===== config.mk =====
export PLATFORM = sky130hd
export DESIGN_NAME = ps2_host_tx_flat
export DESIGN_NICKNAME = d
export VERILOG_FILES = /design/src/rtl/ps2_pkg.sv /design/src/rtl/ps2_host_tx_if.sv /design/src/rtl/ps2_line_filter.sv /design/src/rtl/ps2_host_tx.sv /design/src/flat_wrapper.sv
export SDC_FILE = /design/constraint.sdc
export NUM_CORES = 1
export LEC_CHECK = 0
export ABC_CLOCK_PERIOD_IN_PS = 3200
export BUFFER_PORTS_ARGS = -buffer_cell sky130_fd_sc_hd__buf_4
export CAP_MARGIN = 20
export CORE_AREA = 2 2 79 88
export DETAILED_ROUTE_END_ITERATION = 7
export DIE_AREA = 0 0 81 90
export MAX_ROUTING_LAYER = met4
export PLACE_DENSITY = 0.66
export SLEW_MARGIN = 20
export SYNTH_ARGS = -nofsm -noshare
export SYNTH_HDL_FRONTEND = slang
export SYNTH_HIERARCHICAL = 1
export SYNTH_SLANG_ARGS = --single-unit
export TNS_END_PERCENT = 30

===== constraint.sdc =====
create_clock -name clk -period 3.2 [get_ports clk]
set_input_delay 0 -clock clk [delete_from_list [all_inputs] [get_ports clk]]
set_output_delay 0 -clock clk [all_outputs]
set_load 0.01 [all_outputs]

===== src/rtl/ps2_pkg.sv =====
`default_nettype none
// ============================================================================
//  Module      : ps2_pkg
//  Description : Shared types and constants for the PS/2 host transmitter:
//                FSM state encoding, frame edge counts, common keyboard
//                command bytes and small helper functions.
//  Revision    : 1.0 - initial release
// ============================================================================
package ps2_pkg;

   typedef enum logic [2:0] {
      ST_IDLE      = 3'd0,
      ST_INHIBIT   = 3'd1,
      ST_REQ       = 3'd2,
      ST_SEND      = 3'd3,
      ST_ACK       = 3'd4,
      ST_WAIT_IDLE = 3'd5
   } ps2_tx_state_t;

   // Device falling edge that clocks out the stop bit, and the one carrying ACK
   localparam logic [3:0] c_EDGE_STOP = 4'd10;
   localparam logic [3:0] c_EDGE_ACK  = 4'd11;

   // Common host-to-keyboard commands
   localparam logic [7:0] c_CMD_SET_LEDS = 8'hED;
   localparam logic [7:0] c_CMD_ENABLE   = 8'hF4;
   localparam logic [7:0] c_CMD_RESET    = 8'hFF;

   // PS/2 uses odd parity: the parity bit makes the total count of ones odd
   function automatic logic odd_parity(input logic [7:0] i_data);
      return ~^i_data;
   endfunction

   function automatic int unsigned max2(input int unsigned a, input int unsigned b);
      return (a > b) ? a : b;
   endfunction

endpackage
`default_nettype wire


===== src/rtl/ps2_host_tx_if.sv =====
`default_nettype none
// ============================================================================
//  Module      : ps2_host_tx_if
//  Description : Bundle of the host command handshake and the open-drain
//                PS/2 pin controls.
//                slave  : transmitter side (ps2_host_tx)
//                master : system side (command source + pad ring)
//  Signals     : tx_data[7:0], tx_start         command request
//                tx_busy, tx_done, tx_error     status / result pulses
//                ps2_clk_in, ps2_data_in        raw pin levels
//                ps2_clk_oe, ps2_data_oe        1 = pull pin low
//  Revision    : 1.0 - initial release
// ============================================================================
interface ps2_host_tx_if;
   logic [7:0] tx_data;
   logic       tx_start;
   logic       tx_busy;
   logic       tx_done;
   logic       tx_error;
   logic       ps2_clk_in;
   logic       ps2_data_in;
   logic       ps2_clk_oe;
   logic       ps2_data_oe;

   modport slave (
      input  tx_data, tx_start, ps2_clk_in, ps2_data_in,
      output tx_busy, tx_done, tx_error, ps2_clk_oe, ps2_data_oe
   );

   modport master (
      output tx_data, tx_start, ps2_clk_in, ps2_data_in,
      input  tx_busy, tx_done, tx_error, ps2_clk_oe, ps2_data_oe
   );
endinterface
`default_nettype wire


===== src/rtl/ps2_line_filter.sv =====
`default_nettype none
// ============================================================================
//  Module      : ps2_line_filter
//  Description : Brings one asynchronous PS/2 line into the clk domain with a
//                2-FF synchronizer, then only changes the filtered level once
//                four consecutive synchronized samples agree. Emits a
//                one-cycle pulse on each 1-to-0 transition of the filtered
//                level.
//  Ports       : clk, rst_n   clock / async active-low reset
//                i_pin        raw pin level
//                o_filt       filtered level (1 after reset)
//                o_fall       one-cycle falling-edge pulse
//  Revision    : 1.0 - initial release
// ============================================================================
module ps2_line_filter
   import ps2_pkg::*;
(
   input  logic clk,
   input  logic rst_n,
   input  logic i_pin,
   output logic o_filt,
   output logic o_fall
);

   logic       r_sync1;
   logic       r_sync2;
   logic [3:0] r_hist;
   logic       r_filt;
   logic       r_filt_d;

   // Idle PS/2 lines are pulled high, so everything resets to 1 to avoid a
   // spurious falling edge right after reset.
   always_ff @(posedge clk or negedge rst_n) begin
      if (!rst_n) begin
         r_sync1  <= 1'b1;
         r_sync2  <= 1'b1;
         r_hist   <= 4'hF;
         r_filt   <= 1'b1;
         r_filt_d <= 1'b1;
      end else begin
         r_sync1  <= i_pin;
         r_sync2  <= r_sync1;
         r_hist   <= {r_hist[2:0], r_sync2};
         if (r_hist == 4'h0) begin
            r_filt <= 1'b0;
         end else if (r_hist == 4'hF) begin
            r_filt <= 1'b1;
         end
         r_filt_d <= r_filt;
      end
   end

   assign o_filt = r_filt;
   assign o_fall = r_filt_d & ~r_filt;

endmodule
`default_nettype wire


===== src/rtl/ps2_host_tx.sv =====
`default_nettype none
// ============================================================================
//  Module      : ps2_host_tx
//  Description : PS/2 host-to-device transmitter. Inhibits the bus, issues a
//                request-to-send, shifts out 8 data bits LSB first plus odd
//                parity and stop on device clock falling edges, checks the
//                device ACK and waits for the bus to return idle. A watchdog
//                aborts the frame if the device stops clocking.
//  Ports       : clk          system clock, rising edge
//                CPU_RESETN   async active-low reset
//                bus (slave)  tx_data/tx_start request, tx_busy/tx_done/
//                             tx_error status, ps2 pin levels and pull-downs
//  Revision    : 1.0 - initial release
// ============================================================================
module ps2_host_tx
   import ps2_pkg::*;
#(
   parameter int unsigned CLK_FREQ_HZ    = 82_000_000,
   parameter int unsigned INHIBIT_CYCLES = 8200,
   parameter int unsigned REQ_CYCLES     = 820,
   parameter int unsigned TIMEOUT_CYCLES = 1_230_000
)(
   input  logic         clk,
   input  logic         CPU_RESETN,
   ps2_host_tx_if.slave bus
);

   // One shared timer serves inhibit, request and watchdog phases. It is
   // sized to hold at least 20 ms at the system clock so the watchdog can be
   // retuned up to the protocol's longest device hold-off without widening.
   localparam int unsigned c_TMR_SPAN = max2(max2(INHIBIT_CYCLES, REQ_CYCLES),
                                             max2(TIMEOUT_CYCLES, CLK_FREQ_HZ / 50));
   localparam int          c_TMR_W    = $clog2(c_TMR_SPAN + 1);
   localparam logic [c_TMR_W-1:0] c_INH_LAST = c_TMR_W'(INHIBIT_CYCLES - 1);
   localparam logic [c_TMR_W-1:0] c_REQ_LAST = c_TMR_W'(REQ_CYCLES - 1);
   localparam logic [c_TMR_W-1:0] c_TO_LAST  = c_TMR_W'(TIMEOUT_CYCLES - 1);

   ps2_tx_state_t      r_state;
   logic [c_TMR_W-1:0] r_tmr;
   logic [3:0]         r_edge_cnt;
   logic [8:0]         r_shift;     // {parity, data}, LSB goes out first
   logic               r_clk_oe;
   logic               r_data_oe;
   logic               r_busy;
   logic               r_done;
   logic               r_error;

   logic               w_clk_filt;
   logic               w_clk_fall;
   logic               w_data_filt;
   logic               w_unused_data_fall;
   logic [3:0]         w_edge_next;
   logic               w_wd_state;
   logic               w_wd_expire;

   ps2_line_filter u_clk_filt (
      .clk    (clk),
      .rst_n  (CPU_RESETN),
      .i_pin  (bus.ps2_clk_in),
      .o_filt (w_clk_filt),
      .o_fall (w_clk_fall)
   );

   ps2_line_filter u_data_filt (
      .clk    (clk),
      .rst_n  (CPU_RESETN),
      .i_pin  (bus.ps2_data_in),
      .o_filt (w_data_filt),
      .o_fall (w_unused_data_fall)
   );

   assign w_edge_next = r_edge_cnt + 4'd1;
   assign w_wd_state  = (r_state == ST_SEND) || (r_state == ST_ACK) ||
                        (r_state == ST_WAIT_IDLE);
   // A falling edge in the same cycle reloads the watchdog rather than firing it
   assign w_wd_expire = w_wd_state && !w_clk_fall && (r_tmr == c_TO_LAST);

   always_ff @(posedge clk or negedge CPU_RESETN) begin
      if (!CPU_RESETN) begin
         r_state    <= ST_IDLE;
         r_tmr      <= '0;
         r_edge_cnt <= '0;
         r_shift    <= '0;
         r_clk_oe   <= 1'b0;
         r_data_oe  <= 1'b0;
         r_busy     <= 1'b0;
         r_done     <= 1'b0;
         r_error    <= 1'b0;
      end else begin
         r_done  <= 1'b0;
         r_error <= 1'b0;

         if (w_wd_expire) begin
            r_state   <= ST_IDLE;
            r_clk_oe  <= 1'b0;
            r_data_oe <= 1'b0;
            r_busy    <= 1'b0;
            r_error   <= 1'b1;
         end else begin
            case (r_state)
               ST_IDLE: begin
                  r_clk_oe  <= 1'b0;
                  r_data_oe <= 1'b0;
                  r_busy    <= 1'b0;
                  if (bus.tx_start) begin
                     r_shift    <= {odd_parity(bus.tx_data), bus.tx_data};
                     r_tmr      <= '0;
                     r_edge_cnt <= '0;
                     r_clk_oe   <= 1'b1;
                     r_busy     <= 1'b1;
                     r_state    <= ST_INHIBIT;
                  end
               end

               ST_INHIBIT: begin
                  if (r_tmr == c_INH_LAST) begin
                     r_tmr     <= '0;
                     r_data_oe <= 1'b1;       // start bit
                     r_state   <= ST_REQ;
                  end else begin
                     r_tmr <= r_tmr + c_TMR_W'(1);
                  end
               end

               ST_REQ: begin
                  if (r_tmr == c_REQ_LAST) begin
                     r_tmr    <= '0;          // watchdog starts here
                     r_clk_oe <= 1'b0;        // hand the clock to the device
                     r_state  <= ST_SEND;
                  end else begin
                     r_tmr <= r_tmr + c_TMR_W'(1);
                  end
               end

               ST_SEND: begin
                  if (w_clk_fall) begin
                     r_tmr      <= '0;
                     r_edge_cnt <= w_edge_next;
                     if (w_edge_next == c_EDGE_STOP) begin
                        r_data_oe <= 1'b0;    // stop bit = released line
                        r_state   <= ST_ACK;
                     end else begin
                        r_data_oe <= ~r_shift[0];
                        r_shift   <= {1'b0, r_shift[8:1]};
                     end
                  end else begin
                     r_tmr <= r_tmr + c_TMR_W'(1);
                  end
               end

               ST_ACK: begin
                  if (w_clk_fall) begin
                     r_tmr      <= '0;
                     r_edge_cnt <= c_EDGE_ACK;
                     if (!w_data_filt) begin
                        r_state <= ST_WAIT_IDLE;
                     end else begin
                        r_error <= 1'b1;
                        r_busy  <= 1'b0;
                        r_state <= ST_IDLE;
                     end
                  end else begin
                     r_tmr <= r_tmr + c_TMR_W'(1);
                  end
               end

               ST_WAIT_IDLE: begin
                  if (w_clk_fall) begin
                     r_tmr <= '0;
                  end else begin
                     r_tmr <= r_tmr + c_TMR_W'(1);
                  end
                  if (w_clk_filt && w_data_filt) begin
                     r_done  <= 1'b1;
                     r_busy  <= 1'b0;
                     r_state <= ST_IDLE;
                  end
               end

               default: begin
                  r_clk_oe  <= 1'b0;
                  r_data_oe <= 1'b0;
                  r_busy    <= 1'b0;
                  r_state   <= ST_IDLE;
               end
            endcase
         end
      end
   end

   assign bus.ps2_clk_oe  = r_clk_oe;
   assign bus.ps2_data_oe = r_data_oe;
   assign bus.tx_busy     = r_busy;
   assign bus.tx_done     = r_done;
   assign bus.tx_error    = r_error;

endmodule
`default_nettype wire


===== src/flat_wrapper.sv =====
// flat-port wrapper written by rule: the top's interface ports become plain ports
module ps2_host_tx_flat import ps2_pkg::*;
#(
   parameter int unsigned CLK_FREQ_HZ    = 82_000_000,
   parameter int unsigned INHIBIT_CYCLES = 8200,
   parameter int unsigned REQ_CYCLES     = 820,
   parameter int unsigned TIMEOUT_CYCLES = 1_230_000
)
  (clk, CPU_RESETN, bus_tx_data, bus_tx_start, bus_ps2_clk_in, bus_ps2_data_in, bus_tx_busy, bus_tx_done, bus_tx_error, bus_ps2_clk_oe, bus_ps2_data_oe);
  ps2_host_tx_if bus_i ();
  input  logic clk;
  input  logic CPU_RESETN;
  input wire logic [$bits(bus_i.tx_data)-1:0] bus_tx_data;
  input wire logic [$bits(bus_i.tx_start)-1:0] bus_tx_start;
  input wire logic [$bits(bus_i.ps2_clk_in)-1:0] bus_ps2_clk_in;
  input wire logic [$bits(bus_i.ps2_data_in)-1:0] bus_ps2_data_in;
  output wire logic [$bits(bus_i.tx_busy)-1:0] bus_tx_busy;
  output wire logic [$bits(bus_i.tx_done)-1:0] bus_tx_done;
  output wire logic [$bits(bus_i.tx_error)-1:0] bus_tx_error;
  output wire logic [$bits(bus_i.ps2_clk_oe)-1:0] bus_ps2_clk_oe;
  output wire logic [$bits(bus_i.ps2_data_oe)-1:0] bus_ps2_data_oe;
  assign bus_i.tx_data = bus_tx_data;
  assign bus_i.tx_start = bus_tx_start;
  assign bus_i.ps2_clk_in = bus_ps2_clk_in;
  assign bus_i.ps2_data_in = bus_ps2_data_in;
  assign bus_tx_busy = bus_i.tx_busy;
  assign bus_tx_done = bus_i.tx_done;
  assign bus_tx_error = bus_i.tx_error;
  assign bus_ps2_clk_oe = bus_i.ps2_clk_oe;
  assign bus_ps2_data_oe = bus_i.ps2_data_oe;
  ps2_host_tx #(.CLK_FREQ_HZ(CLK_FREQ_HZ), .INHIBIT_CYCLES(INHIBIT_CYCLES), .REQ_CYCLES(REQ_CYCLES), .TIMEOUT_CYCLES(TIMEOUT_CYCLES)) u_core (.clk(clk), .CPU_RESETN(CPU_RESETN), .bus(bus_i));
endmodule

==> out/metrics.cfg, run 1 <==
[die]
dieArea_mm2=0.007290
io_pins=18
start_util_pct=47.63
core_area_mm2=0.006439
rows=31
die_height_um=90
die_x_um=81

[critical_path]
slowest_delay_ps=560
r2r_cells=6
worst-setup-path-type=register to register
crit_path_top_delay_cell=or4_1
r2r_start=u_core/r_tmr[0]$_DFFE_PN0P_
critPathLaunchType=register
end_kind=register
crit_arrival_ps=3100
worstPathRequired_ps=3450
r2r_end=u_core/r_state[0]$_DFFE_PN0P_
crit_buf_inv=0
cp_cell_sequence=ha_1, or4b_1, or4_4, o41a_1, or4_1, o211ai_1
crit_fanout=5
r2r_slack_ps=350
critical_path.top_delay_family=simple AND/OR/NAND/NOR gates

[timing]
setup_viol_count_final=0
max_slew_margin_pct=50.69
finalCriticalPeriod_ps=2849
hold_viol=0
fmaxAchievable_mhz=351.0
tns_ps=0
slew_viol_final=0
finalCritPeriodShare_pct=89.02
fin_skew_ps=6.826
tightest_slew_ps=739.7
rsz0062_at_grt=no

[cells_and_area]
fin_area_mm2=0.003575
finish.utilization_pct=55.52
antennaDiodeCount=0
fin_nets=368
syn_to_final_growth_pct=16.56
drive_above_1_share_pct=21.01

[placement]
dpl-instance-area_mm2=0.003278
dp_hpwl_mm=4.529
io_buffers=17
place_congestion=0.8800

[power_and_ir_drop]
swShare_pct=36.25
p_seq_share_pct=38.3
vdd_drop_max_mv=0.3063
clkPwrFrac_pct=25.4
finalPower_w=0.002619
p_comb_share_pct=36.3
switchingPower_w=0.0009493
powerDensity_mw_per_mm2=732.6
cell_internal_pwr_w=0.001670
power_leakage_nw=1.465

[clocking]
cts.sinks=57
cts_tree=built
clockRootBuffer=clkbuf_8
htreeDepth=3
numCtsBuffers=9
clk_pin_slew_worst_paths_ps=70
cts_buffer_depth=2
post_cts_resized=0
clk_latency_ps=340

[grt]
busiest_layer=met2
gr-usage-met2_pct=32.23
grt_pass1_vias=2424
antenna_found_initial=0
grtUsageMet3_pct=5.823
grt_max_degree=58
grt_pass1_wl_mm=11.69
met1_usage_pct=27.08
grt_usage_pct=21.34
overflow=0

[routing]
drt_iter0_drc=139
ant_nets=0
vias=2566
post_drt_wl_per_cell_um=15.77
drc=0
wirelength_mm=6.921
routed_via_density=5.845
first_pass_iters=4

[synth]
synth_cells=323
synth_area_mm2=0.003067
avgSynthCellArea_um2=9.494
yosys_warnings=6
syn_nets=339

[run]
maxCapViolations=0

[min_path]
min_from=bus_tx_data[6]
hold_depth=4
holdPathEnd=u_core/r_shift[6]$_DFFE_PN0P_
hp-class=primary input to register

[run_status]
outcome=complete, no violations

==> worst max path at each step <==
stage	start	to	slack [ps]	cells past startpoint
after CTS	u_core/r_tmr[0]$_DFFE_PN0P_	u_core/r_state[0]$_DFFE_PN0P_	360	6
final	u_core/r_tmr[0]$_DFFE_PN0P_	u_core/r_state[0]$_DFFE_PN0P_	350	6
after floorplan	u_core/r_tmr[0]$_DFFE_PN0P_	u_core/r_tmr[11]$_DFFE_PN0P_	450	7
after detailed placement	u_core/r_tmr[0]$_DFFE_PN0P_	u_core/r_state[0]$_DFFE_PN0P_	380	6
after global placement	u_core/r_tmr[0]$_DFFE_PN0P_	u_core/r_state[0]$_DFFE_PN0P_	420	6
after global routing	u_core/r_tmr[6]$_DFFE_PN0P_	u_core/r_state[1]$_DFFE_PN0P_	210	5
==> layout make-up <==
cell class / count / area [µm²]
Clock inverter: 5 / 55.05
Inverter: 9 / 33.78
Multi-Input combinational cell: 242 / 1524
Clock buffer: 11 / 141.4
Fill cell: 599 / 2864
Timing Repair Buffer: 33 / 272.8
Sequential cell: 57 / 1445
Tap cell: 82 / 102.6
==> flip-flops by register name (all words and copies together) (netlist names), 3 cells and up <==
name and count:
u_core/r_shift 9, u_core/u_data_filt/r_hist 4, u_core/r_edge_cnt 4, u_core/r_tmr 21, u_core/r_state 3, u_core/u_clk_filt/r_hist 4
==> cells in the final DEF, fill, tap and decap left out, types with 6 or more instances in the layout <==
master,instances
nand2_1,44
dfrtp_1,42
buf_4,23
nor2_1,22
a21oi_1,18
o21ai_0,16
nand3_1,15
dfstp_2,15
nand4_1,12
clkbuf_8,10
dlygate4sd3_1,10
inv_1,9
or4_1,9
mux2_2,9
nor3_1,8
or3_1,7
xor2_1,7
xnor2_1,7
o31ai_1,6
==> power by group through the flow <==
stage | Clock (W) | Combinational, W | Sequential (W)
final | 0.000664 | 0.000951 | 0.00100
after global routing | 0.000731 | 0.00109 | 0.00102
after CTS | 0.000689 | 0.000959 | 0.00100
after detailed placement | 0 | 0.000944 | 0.00101
after global placement | 0 | 0.000925 | 0.00100
after floorplan | 0 | 0.000734 | 0.000965
==> layer usage <==
metal | vias to the layer above | part of all wire, %
li1 | 1249 | -
met1 | 1254 | 45
met2 | 54 | 50
met3 | 9 | 4.1
met4 | 0 | 0.98
met5 | - | 0
==> stage by stage <==
stage,hold WS (ps),setup slack [ps],std cells
2_1_floorplan,-295.6,453.6,323
3_3_place_gp,98.25,420.1,413
3_5_place_dp,102.7,382.8,413
5_1_grt,16.78,214.1,439
6_report,17.49,351.4,439
4_1_cts,0.7068,362.8,439
==> worst min-delay path, stage by stage <==
cell and delay (ps):
buf_4 90, nand2_1 50, nand2_1 50, mux2_2 130
==> timing repair <==
action	in CTS	in global routing
hold buffers	10	0
endpoints found under the hold margin	52	0
setup buffers	0	0
(Power assumes the default switching activity.)
==> run 2, diff against run 1 <==
Settings changed: ABC_CLOCK_PERIOD_IN_PS 3200 to 2800, CTS_CLUSTER_DIAMETER set to 120.
Clock period 3.2 ns to 2.8 ns, I/O delays scaled along.
==> run 2 against run 1 <==
Fmax increased by 3.1%. Global-route usage rose by 0.59 points. Flip-flop and latch count unchanged. Routed wire length grew 4.8%. Sequential power up 13%. Die area unchanged. Critical path type unchanged.
==> out/metrics.cfg, run 2 (synthesized netlist as in run 1, its figures left out) <==
[run_status]
outcome=complete, no violations

[die]
die_height_um=90  ; unchanged
rows=31  ; unchanged
die_x_um=81  ; unchanged
start_util_pct=47.63  ; unchanged
io_pins=18  ; unchanged
core_area_mm2=0.006439  ; unchanged
dieArea_mm2=0.007290  ; unchanged

[critical_path]
crit_arrival_ps=3030  ; -70 ps
crit_fanout=3  ; -2
r2r_end=u_core/r_state[0]$_DFFE_PN0P_
r2r_slack_ps=40  ; -310 ps
critPathLaunchType=register
r2r_start=u_core/r_tmr[1]$_DFFE_PN0P_
r2r_cells=6  ; unchanged
worst-setup-path-type=register to register
worstPathRequired_ps=3060  ; -390 ps
end_kind=register

[cells_and_area]
top_regs=u_core/r_tmr: 21 flops, u_core/r_shift: 9 flops
layout_common_cells=nand2_1 (44), buf_4 (43), dfrtp_1 (42)
finish.utilization_pct=59.62  ; +4.1 points
fin_cells=463  ; +5.5%
final_common_cell=nand2_1
top_register=u_core/r_tmr
fin_nets=392  ; +6.5%
drive_above_1_share_pct=25.46  ; +4.5 points
largest_register_ff_count=21  ; unchanged
syn_to_final_growth_pct=25.17
antennaDiodeCount=0  ; unchanged

[routing]
post_drt_wl_per_cell_um=15.67  ; -0.62%
vias=2674  ; +4.2%
wirelength_mm=7.254  ; +4.8%
routed_via_density=5.775  ; -1.2%
ant_nets=0  ; unchanged
drc=0  ; unchanged
first_pass_iters=5  ; +1
drt_iter0_drc=148  ; +6.5%

[placement]
place_inst=431  ; +4.4%
pre_cts_slack_ps=-11.45  ; -394.3 ps
dp_hpwl_mm=4.765  ; +5.2%
place_congestion=0.8408  ; -4.5%
io_buffers=17  ; unchanged

[clocking]
cts_buffer_depth=2  ; unchanged
cts_tree=built
numCtsBuffers=9  ; unchanged
clk_latency_ps=350  ; about the same
cts.sinks=57  ; unchanged
htreeDepth=3  ; unchanged
clk_pin_slew_worst_paths_ps=70  ; about the same
clockRootBuffer=clkbuf_8

[timing]
worst_slack_ps=36.79  ; -314.6 ps
finalCriticalPeriod_ps=2763  ; -85.41 ps
setup_viol_count_final=0  ; unchanged
tightest_slew_ps=710.1  ; -29.56 ps
fmaxAchievable_mhz=361.9  ; +3.1%
hold_viol=0  ; unchanged
finalCritPeriodShare_pct=98.69  ; +9.7 points
max_slew_margin_pct=52.66  ; +2.0 points
slew_viol_final=0  ; unchanged
rsz0062_at_grt=yes
fin_hold_ws_ps=254.8  ; +237.3 ps
fin_skew_ps=9.197  ; +2.371 ps

[grt]
grt_max_degree=58  ; unchanged
overflow=0  ; unchanged
grt_usage_pct=21.93  ; +0.59 points
grt_pass1_vias=2498  ; +3.1%
grt_pass1_wl_mm=11.99  ; +2.5%
antenna_found_initial=0  ; unchanged

[power_and_ir_drop]
vdd_drop_max_mv=0.4128  ; +35%
p_comb_share_pct=38.8  ; +2.5 points
swShare_pct=34.34  ; -1.9 points
powerDensity_mw_per_mm2=871.3  ; +19%
switchingPower_w=0.001149  ; +21%
p_seq_share_pct=33.8  ; -4.5 points
clkPwrFrac_pct=27.4  ; +2.0 points
finalPower_w=0.003345  ; +28%
cell_internal_pwr_w=0.002196  ; +32%
power_leakage_nw=1.626  ; +11%

[min_path]
hp-class=primary input to async pin

[run]
maxCapViolations=0  ; unchanged

[run 2: cell types whose count changed in the layout (fill, tap and decap cells not counted)]
cell           before  now
a2111oi_0           3    2
buf_12              0    1
clkinv_4            0    1
a2111oi_1           0    1
buf_4              23   43
clkbuf_8           10   11
clkbuf_16           0    3
clkinvlp_4          2    0
clkinv_2            2    0
dlygate4sd3_1      10   12
[run 2: layout make-up]
cell class,instances,area [µm²]
Inverter,9,33.78
Clock buffer,14,205.2
Sequential cell,57,1445
Tap cell,82,102.6
Multi-Input combinational cell,242,1525
Fill cell,551,2600
Clock inverter,2,38.79
Timing Repair Buffer,57,488.0
[run 2: metrics by stage]
step           instance area (µm²)  setup TNS (ps)
3_5_place_dp                  3426          -11.45
4_1_cts                       3790               0
2_1_floorplan                 3067               0
6_report                      3839               0
5_1_grt                       3839          -409.2
3_3_place_gp                  3426               0
[run 2: critical path: stages (launching register included)]
cell,delay (ps)
dfrtp_1,380
ha_1,190
or4b_1,460
or4_4,500
o41a_1,410
or4_1,540
o211ai_1,190
[run 2: repair_timing]
action	4_1_cts	5_1_grt
gates resized for setup	0	1
endpoints found under the hold margin	54	0
cloned	0	1
setup buffers	0	3
setup endpoints to repair	2	3
pin swaps	1	2
hold buffers	12	0
[run 2: worst max path at each step]
| stage | slack (ps) | start | cells after the start | end |
|---|---|---|---|---|
| final | 40 | u_core/r_tmr[1]$_DFFE_PN0P_ | 6 | u_core/r_state[0]$_DFFE_PN0P_ |
| after global routing | -70 | u_core/r_tmr[1]$_DFFE_PN0P_ | 6 | u_core/r_state[0]$_DFFE_PN0P_ |
| after CTS | 7 | u_core/r_tmr[1]$_DFFE_PN0P_ | 6 | u_core/r_state[0]$_DFFE_PN0P_ |
| after detailed placement | -10 | u_core/r_tmr[1]$_DFFE_PN0P_ | 6 | u_core/r_state[0]$_DFFE_PN0P_ |
| after global placement | 80 | u_core/r_tmr[1]$_DFFE_PN0P_ | 6 | u_core/r_state[0]$_DFFE_PN0P_ |
| after floorplan | 50 | u_core/r_tmr[0]$_DFFE_PN0P_ | 7 | u_core/r_tmr[11]$_DFFE_PN0P_ |
[run 2: power by group through the flow]
stage          Clock, W  Sequential, W  Combinational (W)
5_1_grt        0.000972        0.00116            0.00145
3_5_place_dp          0        0.00115            0.00117
4_1_cts        0.000944        0.00113            0.00119
6_report       0.000915        0.00113            0.00130
2_1_floorplan         0        0.00110           0.000838
3_3_place_gp          0        0.00114            0.00115
[run 2: per-layer routing]
layer | vias up | part of all wire, % | track usage (%)
met2 | 53 | 50 | 33.82
met3 | 13 | 4.0 | 4.719
met1 | 1315 | 44 | 27.80
li1 | 1293 | - | -
met4 | 0 | 1.9 | 9.040
met5 | - | 0 | -
